File: src/rtl/ula_multiciclo.sv
// rtl/ula_multiciclo.sv - multi-cycle ULA with iterative shift-add multiply and restoring divide
module ula_multiciclo #(
  parameter  int WIDTH = 32,
  localparam int CNT_W = $clog2(WIDTH + 1)
) (
  input  logic             clk,
  input  logic             reset,
  input  logic             start,
  input  logic [2:0]       ULA_control,
  input  logic [WIDTH-1:0] entrada_01,
  input  logic [WIDTH-1:0] entrada_02,
  output logic [WIDTH-1:0] ULA_result,
  output logic [WIDTH-1:0] hi_result,
  output logic             Zero,
  output logic             busy,
  output logic             done,
  output logic             div_by_zero
);

  localparam logic [2:0] OP_AND = 3'b000;
  localparam logic [2:0] OP_OR  = 3'b001;
  localparam logic [2:0] OP_ADD = 3'b010;
  localparam logic [2:0] OP_MUL = 3'b011;
  localparam logic [2:0] OP_NOR = 3'b100;
  localparam logic [2:0] OP_DIV = 3'b101;
  localparam logic [2:0] OP_SUB = 3'b110;
  localparam logic [2:0] OP_SLT = 3'b111;

  typedef enum logic [1:0] {S_IDLE, S_MUL, S_DIV} state_t;

  state_t             state, state_n;
  logic [CNT_W-1:0]   cnt, cnt_n;
  logic [WIDTH-1:0]   opa, opa_n;
  logic [WIDTH-1:0]   opb, opb_n;
  // Shared iteration register: MUL keeps {partial high, remaining multiplier},
  // DIV keeps {partial remainder, dividend bits still to shift in / quotient}.
  logic [2*WIDTH-1:0] work, work_n;
  logic [WIDTH-1:0]   lo_n, hi_n;
  logic               dbz_n, done_n;

  logic [WIDTH:0]     mul_sum;
  logic [2*WIDTH-1:0] mul_next;
  logic               div_ge;
  logic [WIDTH-1:0]   div_diff;
  logic [2*WIDTH-1:0] div_next;
  logic               last_iter;

  // One iteration of each long operation, computed from the current work register
  always_comb begin
    mul_sum   = {1'b0, work[2*WIDTH-1:WIDTH]} + (work[0] ? {1'b0, opa} : '0);
    mul_next  = {mul_sum, work[WIDTH-1:1]};
    // Remainder stays below the divisor, so the trial difference fits WIDTH bits when it is kept
    div_ge    = work[2*WIDTH-1:WIDTH-1] >= {1'b0, opb};
    div_diff  = work[2*WIDTH-2:WIDTH-1] - opb;
    div_next  = div_ge ? {div_diff, work[WIDTH-2:0], 1'b1}
                       : {work[2*WIDTH-2:0], 1'b0};
    last_iter = (cnt == CNT_W'(WIDTH - 1));
  end

  // Next-state and next-result logic
  always_comb begin
    state_n = state;
    cnt_n   = cnt;
    opa_n   = opa;
    opb_n   = opb;
    work_n  = work;
    lo_n    = ULA_result;
    hi_n    = hi_result;
    dbz_n   = div_by_zero;
    done_n  = 1'b0;
    case (state)
      S_IDLE: begin
        if (start) begin
          opa_n  = entrada_01;
          opb_n  = entrada_02;
          cnt_n  = '0;
          hi_n   = '0;
          dbz_n  = 1'b0;
          done_n = 1'b1;
          case (ULA_control)
            OP_AND: lo_n = entrada_01 & entrada_02;
            OP_OR:  lo_n = entrada_01 | entrada_02;
            OP_ADD: lo_n = entrada_01 + entrada_02;
            OP_NOR: lo_n = ~(entrada_01 | entrada_02);
            OP_SUB: lo_n = entrada_01 - entrada_02;
            OP_SLT: lo_n = {{(WIDTH-1){1'b0}}, ($signed(entrada_01) < $signed(entrada_02))};
            OP_MUL: begin
              lo_n    = ULA_result;
              hi_n    = hi_result;
              dbz_n   = div_by_zero;
              done_n  = 1'b0;
              work_n  = {{WIDTH{1'b0}}, entrada_02};
              state_n = S_MUL;
            end
            OP_DIV: begin
              if (entrada_02 == '0) begin
                lo_n  = '1;
                hi_n  = entrada_01;
                dbz_n = 1'b1;
              end else begin
                lo_n    = ULA_result;
                hi_n    = hi_result;
                dbz_n   = div_by_zero;
                done_n  = 1'b0;
                work_n  = {{WIDTH{1'b0}}, entrada_01};
                state_n = S_DIV;
              end
            end
            default: lo_n = ULA_result;
          endcase
        end
      end
      S_MUL: begin
        work_n = mul_next;
        cnt_n  = cnt + CNT_W'(1);
        if (last_iter) begin
          lo_n    = mul_next[WIDTH-1:0];
          hi_n    = mul_next[2*WIDTH-1:WIDTH];
          dbz_n   = 1'b0;
          done_n  = 1'b1;
          state_n = S_IDLE;
        end
      end
      S_DIV: begin
        work_n = div_next;
        cnt_n  = cnt + CNT_W'(1);
        if (last_iter) begin
          lo_n    = div_next[WIDTH-1:0];
          hi_n    = div_next[2*WIDTH-1:WIDTH];
          dbz_n   = 1'b0;
          done_n  = 1'b1;
          state_n = S_IDLE;
        end
      end
      default: state_n = S_IDLE;
    endcase
  end

  // State, operand and result registers; reset abandons any operation in flight
  always_ff @(posedge clk or posedge reset) begin
    if (reset) begin
      state       <= S_IDLE;
      cnt         <= '0;
      opa         <= '0;
      opb         <= '0;
      work        <= '0;
      ULA_result  <= '0;
      hi_result   <= '0;
      div_by_zero <= 1'b0;
      done        <= 1'b0;
    end else begin
      state       <= state_n;
      cnt         <= cnt_n;
      opa         <= opa_n;
      opb         <= opb_n;
      work        <= work_n;
      ULA_result  <= lo_n;
      hi_result   <= hi_n;
      div_by_zero <= dbz_n;
      done        <= done_n;
    end
  end

  assign busy = (state != S_IDLE);
  assign Zero = (ULA_result == '0);

endmodule

File: config.mk
export PLATFORM = sky130hd
export DESIGN_NAME = ula_multiciclo
export DESIGN_NICKNAME = d
export VERILOG_FILES = /design/src/rtl/ula_multiciclo.sv
export SDC_FILE = /design/constraint.sdc
export NUM_CORES = 1
export LEC_CHECK = 0
export BUFFER_PORTS_ARGS = -buffer_cell sky130_fd_sc_hd__buf_2
export CORE_MARGIN = 4
export CORE_UTILIZATION = 56
export CTS_CLUSTER_DIAMETER = 80
export CTS_CLUSTER_SIZE = 10
export DETAILED_ROUTE_END_ITERATION = 6
export PLACE_DENSITY = 0.73
export SLEW_MARGIN = 25
export SYNTH_ARGS = -nofsm -noshare
export SYNTH_HDL_FRONTEND = slang
export SYNTH_SLANG_ARGS = --single-unit
File: constraint.sdc
create_clock -name clk -period 16 [get_ports clk]
set_input_delay 0 -clock clk [delete_from_list [all_inputs] [get_ports clk]]
set_output_delay 0 -clock clk [all_outputs]
set_load 0.1 [all_outputs]
==> Word-level counts from Yosys, hierarchy flattened <==
Cells that the tools add are included.
{ "op_classes": {"n_addsub": 5, "order_cmp": 2, "eq_ne": 18, "muxes": 35, "n_bitwise": 3, "n_reduce_logical": 14} }
{ "ops": {"columns": ["cell", "count"], "rows": [
  ["two-way mux 32 bit", 9],
  ["one-hot mux 32 bit (7 select lines)", 1],
  ["two-way mux 64 bit", 3],
  ["one-hot mux 32 bit (3 select lines)", 2],
  ["one-hot mux 64 bit (3 select lines)", 1],
  ["one-hot mux 64 bit (2 select lines)", 1],
  ["logical NOT 32 bit", 2],
  ["one-hot mux 32 bit (2 select lines)", 1],
  ["subtractor 32 bit", 2],
  ["adder 32 x 32 -> 33 bit", 1],
  ["greater-or-equal comparator 33 x 32 -> 1 bit", 1],
  ["adder 32 bit", 1],
  ["AND 32 bit", 1],
  ["less-than comparator 32 bit", 1],
  ["inverter 32 bit", 1],
  ["OR 32 bit", 1],
  ["== test 3 bit (second input constant)", 4],
  ["one-hot mux 6 bit (2 select lines)", 1],
  ["inequality test 2 bit (second input constant)", 4],
  ["one-hot mux 1 bit (2 select lines)", 4],
  ["one-hot mux 2 bit (2 select lines)", 2],
  ["AND reduction 4 bit", 2],
  ["adder 6 x 1 -> 6 bit (second input constant)", 1],
  ["== test 3 x 2 -> 1 bit (second input constant)", 2],
  ["other kinds (18)", 28]
]} }
{ "totals": {"register_bits": 202, "input_bits": 70} }

==> Longest topological paths before layout <==
Gate-level depths: netlist (run 1).
{ "depth": {"depth_word": 5, "mapped_depth": 15, "mapped_depth_nobuf": 14} }

==> Worst setup path after synthesis (run 1) <==
OpenSTA, ideal clock, no wires.
{ "synth_path": {"path_kind": "register -> register", "start": "register work[0]", "end": "register hi_result[29]", "setup_time_ns": 0.126, "arrival_time_ns": 3.468, "required_ns": 15.874, "setup_slack_ns": 12.405, "path_stages_with_launch": 16, "path_buffers": 1, "period_less_slack_ns": 3.595, "path_cell_list": "dfrtp_1 > clkbuf_1 > and2_1 > ha_1 > inv_1 > fa_1 > nand2b_1 > a21oi_1 > nor2_1 > o41ai_1 > a21o_1 > a31oi_1 > a22oi_1 > xor2_1 > a221o_1 > a221o_1"} }
{ "synth_between": {"elab_chain_len": 4} }
{ "synth_lines": {"columns": ["element", "line_no", "text"], "rows": [
  ["from (decl)", "37", "logic [2*WIDTH-1:0] work, work_n;"],
  ["from (signal assigned)", "156", "work <= work_n;"],
  ["two-way mux 32 bit", "50", "mul_sum = {1'b0, work[2*WIDTH-1:WIDTH]} + (work[0] ? {1'b0, opa} : '0);"],
  ["adder 32 x 32 -> 33 bit", "50", null],
  ["two-way mux 32 bit", "116", "if (last_iter) begin"],
  ["one-hot mux 32 bit (3 select lines)", "71", "case (state)"],
  ["to (signal assigned)", "158", "hi_result <= hi_n;"],
  ["to (decl)", "13", "output logic [WIDTH-1:0] hi_result,"]
]} }
No other way between the ends. The select of a mux whose other input is x is not followed.
A chain may end at the register's enable or synchronous reset.

==> Final worst setup path (run 1) <==
Ends and elaborated chain as after synthesis.

==> results by group, run 1 <==
Status
  • Status: complete, but fails checks
  • Failing checks: design-rule violations

Worst setup path
  • CP Data Required Time: 16410 ps
  • Worst path cell trace: and2_1 > ha_1 > inv_1 > fa_1 > nand2b_1 > a21oi_1 > nor2_1 > o41ai_1 > a21o_1 > a31oi_1 > a22oi_1 > xor2_1 > a221o_1 > a221o_1
  • Top Family by Delay on Critical Path: compound AO/OA/AOI/OAI gates
  • Setup crit start kind: flip-flop
  • Flop2flop setup slack: 11420 ps
  • Critical Path Sink Type: flip-flop
  • Setup CP Type: flip-flop to flip-flop
  • CP most frequent cell: a221o_1
  • Largest stage delay on the critical path: 930 ps
  • Critical path peak fanout: 34
  • Crit path arrival time: 4980 ps
  • CP max-delay cell: dfrtp_1
  • CP bufs+invs: 1

Final layout
  • Final core occ: 64.8%
  • Area growth syn-to-layout: 13.1%
  • Layout cells sized above 1: 9.26%
  • Antenna diodes: 0
  • Nets@finish: 2744

CTS
  • CTS Buffer Depth: 3
  • Total CTS buffers: 24
  • Clk root buf: clkbuf_16
  • Clock transition at the registers of the reported paths: 60 ps
  • CTS Sinks: 202
  • CTS tree: done
  • H-Tree Level Count: 1
  • Post-CTS setup buffers: 0
  • Worst-Skew Late Latency: 540 ps
  • Post_cts resized: 0

Global routing
  • First-pass GRT wire length: 111000 um
  • Vias in the first global route: 18.7k
  • Initial antenna violation count: 1
  • Largest net degree at the start of global routing: 134
  • Gr usage total: 39.3%
  • GRT overflow: 0

Placement
  • I/O Buffers: 137
  • Global placement routability congestion: 1.04
  • Post-place setup slack: 11560 ps
  • DP Wirelength: 53300 um

Synth
  • Register area share after synthesis: 27.7%
  • Mapped Area: 18300 um2
  • Yosys reg bits: 202
  • Asr flop ratio synth: 100%
  • EDFF count, synth: 0
  • Synth warnings: 0
  • Synth unique cells: 78
  • Main flop type after synthesis: dfrtp_1
  • Syn Area/Cell: 7.70 um2
  • Syn Inst Count: 2373
  • Synthesized net count: 2624

Floorplanning
  • Die area: 35600 um2
  • IO Count: 138
  • Initial Utilization: 57.3%
  • Site row count: 65
  • Die height: 189 um
  • Die Wd: 189 um
  • Core box area: 31900 um2

Timing
  • Fmax: 0.219 GHz
  • RSZ-0062 raised after global routing: false
  • Final setup margin: 11420 ps
  • Measured slew at the worst slew-check pin: 1030 ps
  • Share of the clock period used by the worst path after layout: 28.6%
  • Final Setup Violations: 0
  • Final Hold Fails: 0
  • Crit path time final: 4580 ps
  • Fin. max-slew vios: 0
  • Setup TNS: 0 ps
  • Worst hold slack: 45.1 ps
  • Final Skew: 20.4 ps
  • Worst slew margin: 31.2%

Hold path
  • Hold Crit Class: primary input to asynchronous set/reset pin

Routing
  • Via-per-instance ratio: 6.74
  • Via count: 19.8k
  • Post-Route WL: 72800 um
  • Wire length per cell: 24.8 um
  • Post-route ant nets: 0
  • DRT iter0 DRCs: 2781
  • DRT Pass-1 Iters: 7
  • DRC viols: 3

Job
  • Max cap viols: 0

Power
  • Power Density: 165 nW/um2
  • Peak VDD IR: 128 uV
  • Leak: 9.44 nW
-- synth_stat cells (25+ instances only) --
cell type  number  area share, %
a211oi_1       27            1.1
a21o_1         33            1.4
a21oi_1       196            5.4
a22o_1         43            2.1
a31oi_1        47            1.6
and2_1         35            1.2
clkbuf_1      130            2.7
dfrtp_1       202             28
ha_1          177             12
inv_1         154            3.2
nand2_1       291            6.0
nand3_1        45            1.2
nand4_1        27           0.92
nor2_1        201            4.1
nor3_1         34           0.93
nor4_1         25           0.86
o21ai_0       223            6.1
o22ai_1        25           0.86
o31ai_1        29            1.2
xnor2_1        64            3.1
xor2_1         26            1.2
-- per-stage QoR --
step                      total power [mW]  instance area (um2)  std cells
after floorplan                       2.27                18300       2373
after global placement                2.77                19200       2818
after detailed placement              2.79                19200       2818
after CTS                             3.34                20600       2930
after global routing                  3.55                20700       2930
final                                 3.41                20700       2930
-- timing repair --
| action | CTS | global route |
|---|---|---|
| hold endpoints to repair | 255 | 0 |
| endpoints found under the setup margin | 0 | 0 |
| hold buffers | 84 | 0 |
-- sequential cells by signal, summed over array words and instances, names as in the netlist --
signal / flops
work: 64
ULA_result: 32
hi_result: 32
opa: 32
opb: 32
cnt: 6
state: 2
div_by_zero: 1
done: 1
-- final cells by class --
| type | instances | area [um2] |
|---|---|---|
| clock buffers | 26 | 639 |
| clock inverters | 2 | 10.0 |
| fillers | 2801 | 11200 |
| inverters | 155 | 594 |
| multi-input cells | 1869 | 12100 |
| flip-flops and latches | 202 | 5050 |
| well taps | 435 | 544 |
| repair buffers | 241 | 1680 |
-- metal layers --
layer / vias to the layer above / track usage [%] / part of all wire [%]
met3: 241 / 9.67 / 13
met5: - / 0 / 0.018
met2: 1339 / 58.1 / 42
met4: 2 / 12.6 / 4.1
met1: 9405 / 56.8 / 41
li1: 8773 / - / -
-- logic make-up (layout without fill, tap and decap cells) --
| logic type | after synthesis | in the layout | share of synthesized area [%] |
|---|---|---|---|
| compound gates | 823 | 823 | 28.9 |
| xor+xnor | 90 | 90 | 4.32 |
| fa+ha+maj | 181 | 181 | 12.6 |
| buf+inv | 302 | 424 | 6.27 |
| flops | 202 | 202 | 27.7 |
| mux | 39 | 39 | 2.28 |
| simple gates | 736 | 736 | 18.0 |
-- worst reg2reg max path: cells and delay by family, from the launching register on --
family	cells	cell delay, ps
xor+xnor	1	110
simple gates	3	560
compound gates	7	2270
fa+ha+maj	2	530
flops	1	930
buf+inv	1	60
-- final timing paths --
kind | from | cells past startpoint | end
max | work[0] | 14 | hi_result[29]
min | reset | 3 | opb[4]
max reg2reg | work[0] | 14 | hi_result[29]
min reg2reg | opb[26] | 2 | opb[26]
max in group asynchronous | reset | 4 | hi_result[22]
min in group clk | entrada_02[13] | 3 | opb[13]
-- layout by cell type, fill, tap and decap left out, types with 10 or more instances in the layout --
master	instances
mux2i_1	21
buf_2	137
o31ai_1	29
nor2_1	198
dlygate4sd3_1	84
and2_1	35
mux2_2	15
nor4_1	25
nand2b_1	18
a41oi_1	18
dfrtp_1	202
o21ai_0	223
a21oi_1	194
xnor2_1	64
nor2b_1	20
and3_1	11
a31oi_1	47
o211ai_1	24
a22oi_1	24
or3_1	10
inv_1	153
a221oi_1	21
nand3_1	45
o22ai_1	25
o21bai_1	20
clkbuf_16	25
a211oi_1	27
a21o_1	32
a22o_1	43
o21a_1	16
xor2_1	26
buf_4	19
nand2_1	290
nand4_1	27
ha_1	174
nor3_1	34
-- where the power goes --
group	switching [mW]	internal (mW)	total, mW
logic	1.48	0.541	2.02
registers	0.193	0.703	0.896
clock network	0.220	0.278	0.498
(Power assumes the default switching activity.)
==> inputs of run 2 (changes only) <==
--- a/config.mk
+++ b/config.mk
@@ -11,7 +11,7 @@
 export CTS_CLUSTER_DIAMETER = 80
 export CTS_CLUSTER_SIZE = 10
 export DETAILED_ROUTE_END_ITERATION = 6
-export PLACE_DENSITY = 0.73
+export PLACE_DENSITY = 0.76
 export SLEW_MARGIN = 25
 export SYNTH_ARGS = -nofsm -noshare
 export SYNTH_HDL_FRONTEND = slang
==> constraint.sdc (replaced) <==
create_clock -name clk -period 4.2 [get_ports clk]
set_input_delay 0 -clock clk [delete_from_list [all_inputs] [get_ports clk]]
set_output_delay 0 -clock clk [all_outputs]
set_load 0.1 [all_outputs]
==> results by group, run 2 (same netlist as run 1, synthesis figures left out) <==
Global routing
  • Vias in the first global route: 18.7k (-0.0053%)
  • GRT overflow: 0 (unchanged)
  • Gr usage total: 40.3% (+1.0 points)
  • Initial antenna violation count: 1 (unchanged)
  • First-pass GRT wire length: 113000 um (+1.7%)
  • Largest net degree at the start of global routing: 131 (-2.2%)

Timing
  • Worst slew margin: 30.7% (-0.50 points)
  • Final Skew: 9.00 ps (-11.4 ps)
  • Fin. max-slew vios: 0 (unchanged)
  • RSZ-0062 raised after global routing: false
  • Setup TNS: 0 ps (unchanged)
  • Final Hold Fails: 0 (unchanged)
  • Worst hold slack: 47.8 ps (+2.70 ps)
  • Crit path time final: 3980 ps (-592 ps)
  • Measured slew at the worst slew-check pin: 1030 ps (-1.98 ps)
  • Final Setup Violations: 0 (unchanged)
  • Final setup margin: 217 ps (-11210 ps)
  • Fmax: 0.251 GHz (+15%)
  • Share of the clock period used by the worst path after layout: 94.8% (+66 points)

Placement
  • Dpl cells: 2844 (+0.92%)
  • DP Area: 19400 um2 (+1.2%)
  • I/O Buffers: 137 (unchanged)
  • Global placement routability congestion: 1.00 (-3.9%)
  • Post-place setup slack: 298 ps (-11260 ps)
  • DP Wirelength: 55700 um (+4.4%)

CTS
  • CTS tree: done
  • Post-CTS setup buffers: 0 (unchanged)
  • H-Tree Level Count: 1 (unchanged)
  • Worst-Skew Late Latency: 530 ps (about the same)
  • Clock transition at the registers of the reported paths: 60 ps (about the same)
  • Clk root buf: clkbuf_16
  • CTS Buffer Depth: 3 (unchanged)
  • CTS Sinks: 202 (unchanged)
  • Total CTS buffers: 25 (+4.2%)

Floorplanning
  • Site row count: 65 (unchanged)
  • Die Wd: 189 um (unchanged)
  • Initial Utilization: 57.3% (unchanged)
  • Die height: 189 um (unchanged)
  • IO Count: 138 (unchanged)
  • Die area: 35600 um2 (unchanged)
  • Core box area: 31900 um2 (unchanged)

Routing
  • DRT Pass-1 Iters: 7 (unchanged)
  • Post-Route WL: 74500 um (+2.3%)
  • Via-per-instance ratio: 6.70 (-0.60%)
  • Post-route ant nets: 0 (unchanged)
  • Via count: 19.8k (+0.32%)
  • DRC viols: 0 (-3)
  • DRT iter0 DRCs: 2650 (-4.7%)
  • Wire length per cell: 25.2 um (+1.3%)

Final layout
  • Top reg by flops: work
  • Final non-filler cell area: 20900 um2 (+1.2%)
  • Layout cells sized above 1: 10.3% (+1.0 points)
  • Area growth syn-to-layout: 14.5%
  • Leading cell types in the layout, fill and taps excluded: 290 x nand2_1, 223 x o21ai_0, 202 x dfrtp_1, 197 x nor2_1, 194 x a21oi_1
  • Max FFs per register: 64 (unchanged)
  • Commonest non-fill, non-tap cell in the layout: nand2_1
  • Reg area: 5050 um2 (unchanged)
  • Post-Layout Cell Count: 2957 (+0.92%)
  • Nets@finish: 2769 (+0.91%)
  • Fillers: 2809 (+0.29%)
  • Multi-input logic area: 12100 um2 (about the same)

Power
  • Peak VDD IR: 687 uV (+440%)
  • Power Density: 630 nW/um2 (+280%)
  • Leak: 9.58 nW (+1.5%)

Worst setup path
  • Crit path arrival time: 4400 ps (-580 ps)
  • Largest stage delay on the critical path: 530 ps (-400 ps)
  • CP Data Required Time: 4610 ps (-11800 ps)
  • Setup CP Type: flip-flop to flip-flop
  • Top Family by Delay on Critical Path: compound AO/OA/AOI/OAI gates
  • CP bufs+invs: 3 (+2)
  • Flop2flop setup slack: 220 ps (-11210 ps)
  • Critical Path Sink Type: flip-flop
  • Worst path cell trace: inv_1 > ha_1 > inv_1 > fa_1 > a211oi_1 > o21ai_0 > a311oi_1 > a211oi_1 > buf_4 > a222oi_1 > o21ai_0 > xor2_1 > mux2_4 > a22o_1 > a221o_1
  • CP max-delay cell: a222oi_1
  • Critical path peak fanout: 3 (-91%)
  • Setup crit start kind: flip-flop

Job
  • Max cap viols: 0 (unchanged)

Status
  • Status: complete, no violations

Hold path
  • Hold Crit Class: primary input to asynchronous set/reset pin
-- run 2: metrics by stage --
| step | power, mW | utilization, % |
|---|---|---|
| finish | 13.2 | 65.6 |
| global route | 13.7 | 65.6 |
| CTS | 12.9 | 65.6 |
| detailed placement | 10.7 | 60.8 |
| global placement | 10.7 | 60.8 |
| floorplan | 8.66 | - |
-- run 2: power breakdown --
group / internal, mW / switching, mW / total (mW)
combinational: 2.11 / 5.69 / 7.80
clock: 1.15 / 0.854 / 2.00
sequential: 2.68 / 0.695 / 3.37
total: 5.94 / 7.24 / 13.2
-- run 2: worst paths after layout --
kind,startpoint,to,depth (start not counted)
max reg2reg,work[31],hi_result[30],15
min reg2reg,opb[13],opb[13],2
min in group clk,entrada_02[8],opb[8],3
min,reset,work[36],3
max in group asynchronous,reset,ULA_result[19],4
max,work[31],hi_result[30],15
-- run 2: layout make-up --
class                   instances  share of cell area (%)
clock inverters                 3                   0.215
clock buffers                  27                    3.12
repair buffers                265                    9.05
inverters                     155                    2.80
multi-input cells            1869                    58.0
flip-flops and latches        202                    24.2
well taps                     435                    2.60
diodes                          1                  0.0120
-- run 2: per-layer routing --
metal | track usage (%) | vias to the layer above | wire, um
met5 | 0 | - | 0
met3 | 8.63 | 196 | 9350
li1 | - | 8805 | -
met4 | 13.3 | 0 | 2950
met2 | 59.9 | 1364 | 31300
met1 | 58.6 | 9458 | 30900
-- run 2: worst register-to-register path: cells and delay by family (launching register included) --
kind	cells	cell delay, ps
AO/OA/AOI/OAI	8	2130
adder cells (fa/ha/maj)	2	600
flip-flops	1	400
buffers and inverters	3	300
multiplexers	1	260
XOR/XNOR	1	170
-- run 2: timing repair --
action                     4_1_cts  5_1_grt
gates resized for setup          0        0
setup endpoints to repair        0        1
hold endpoints to repair       140        0
hold buffers                    82        0
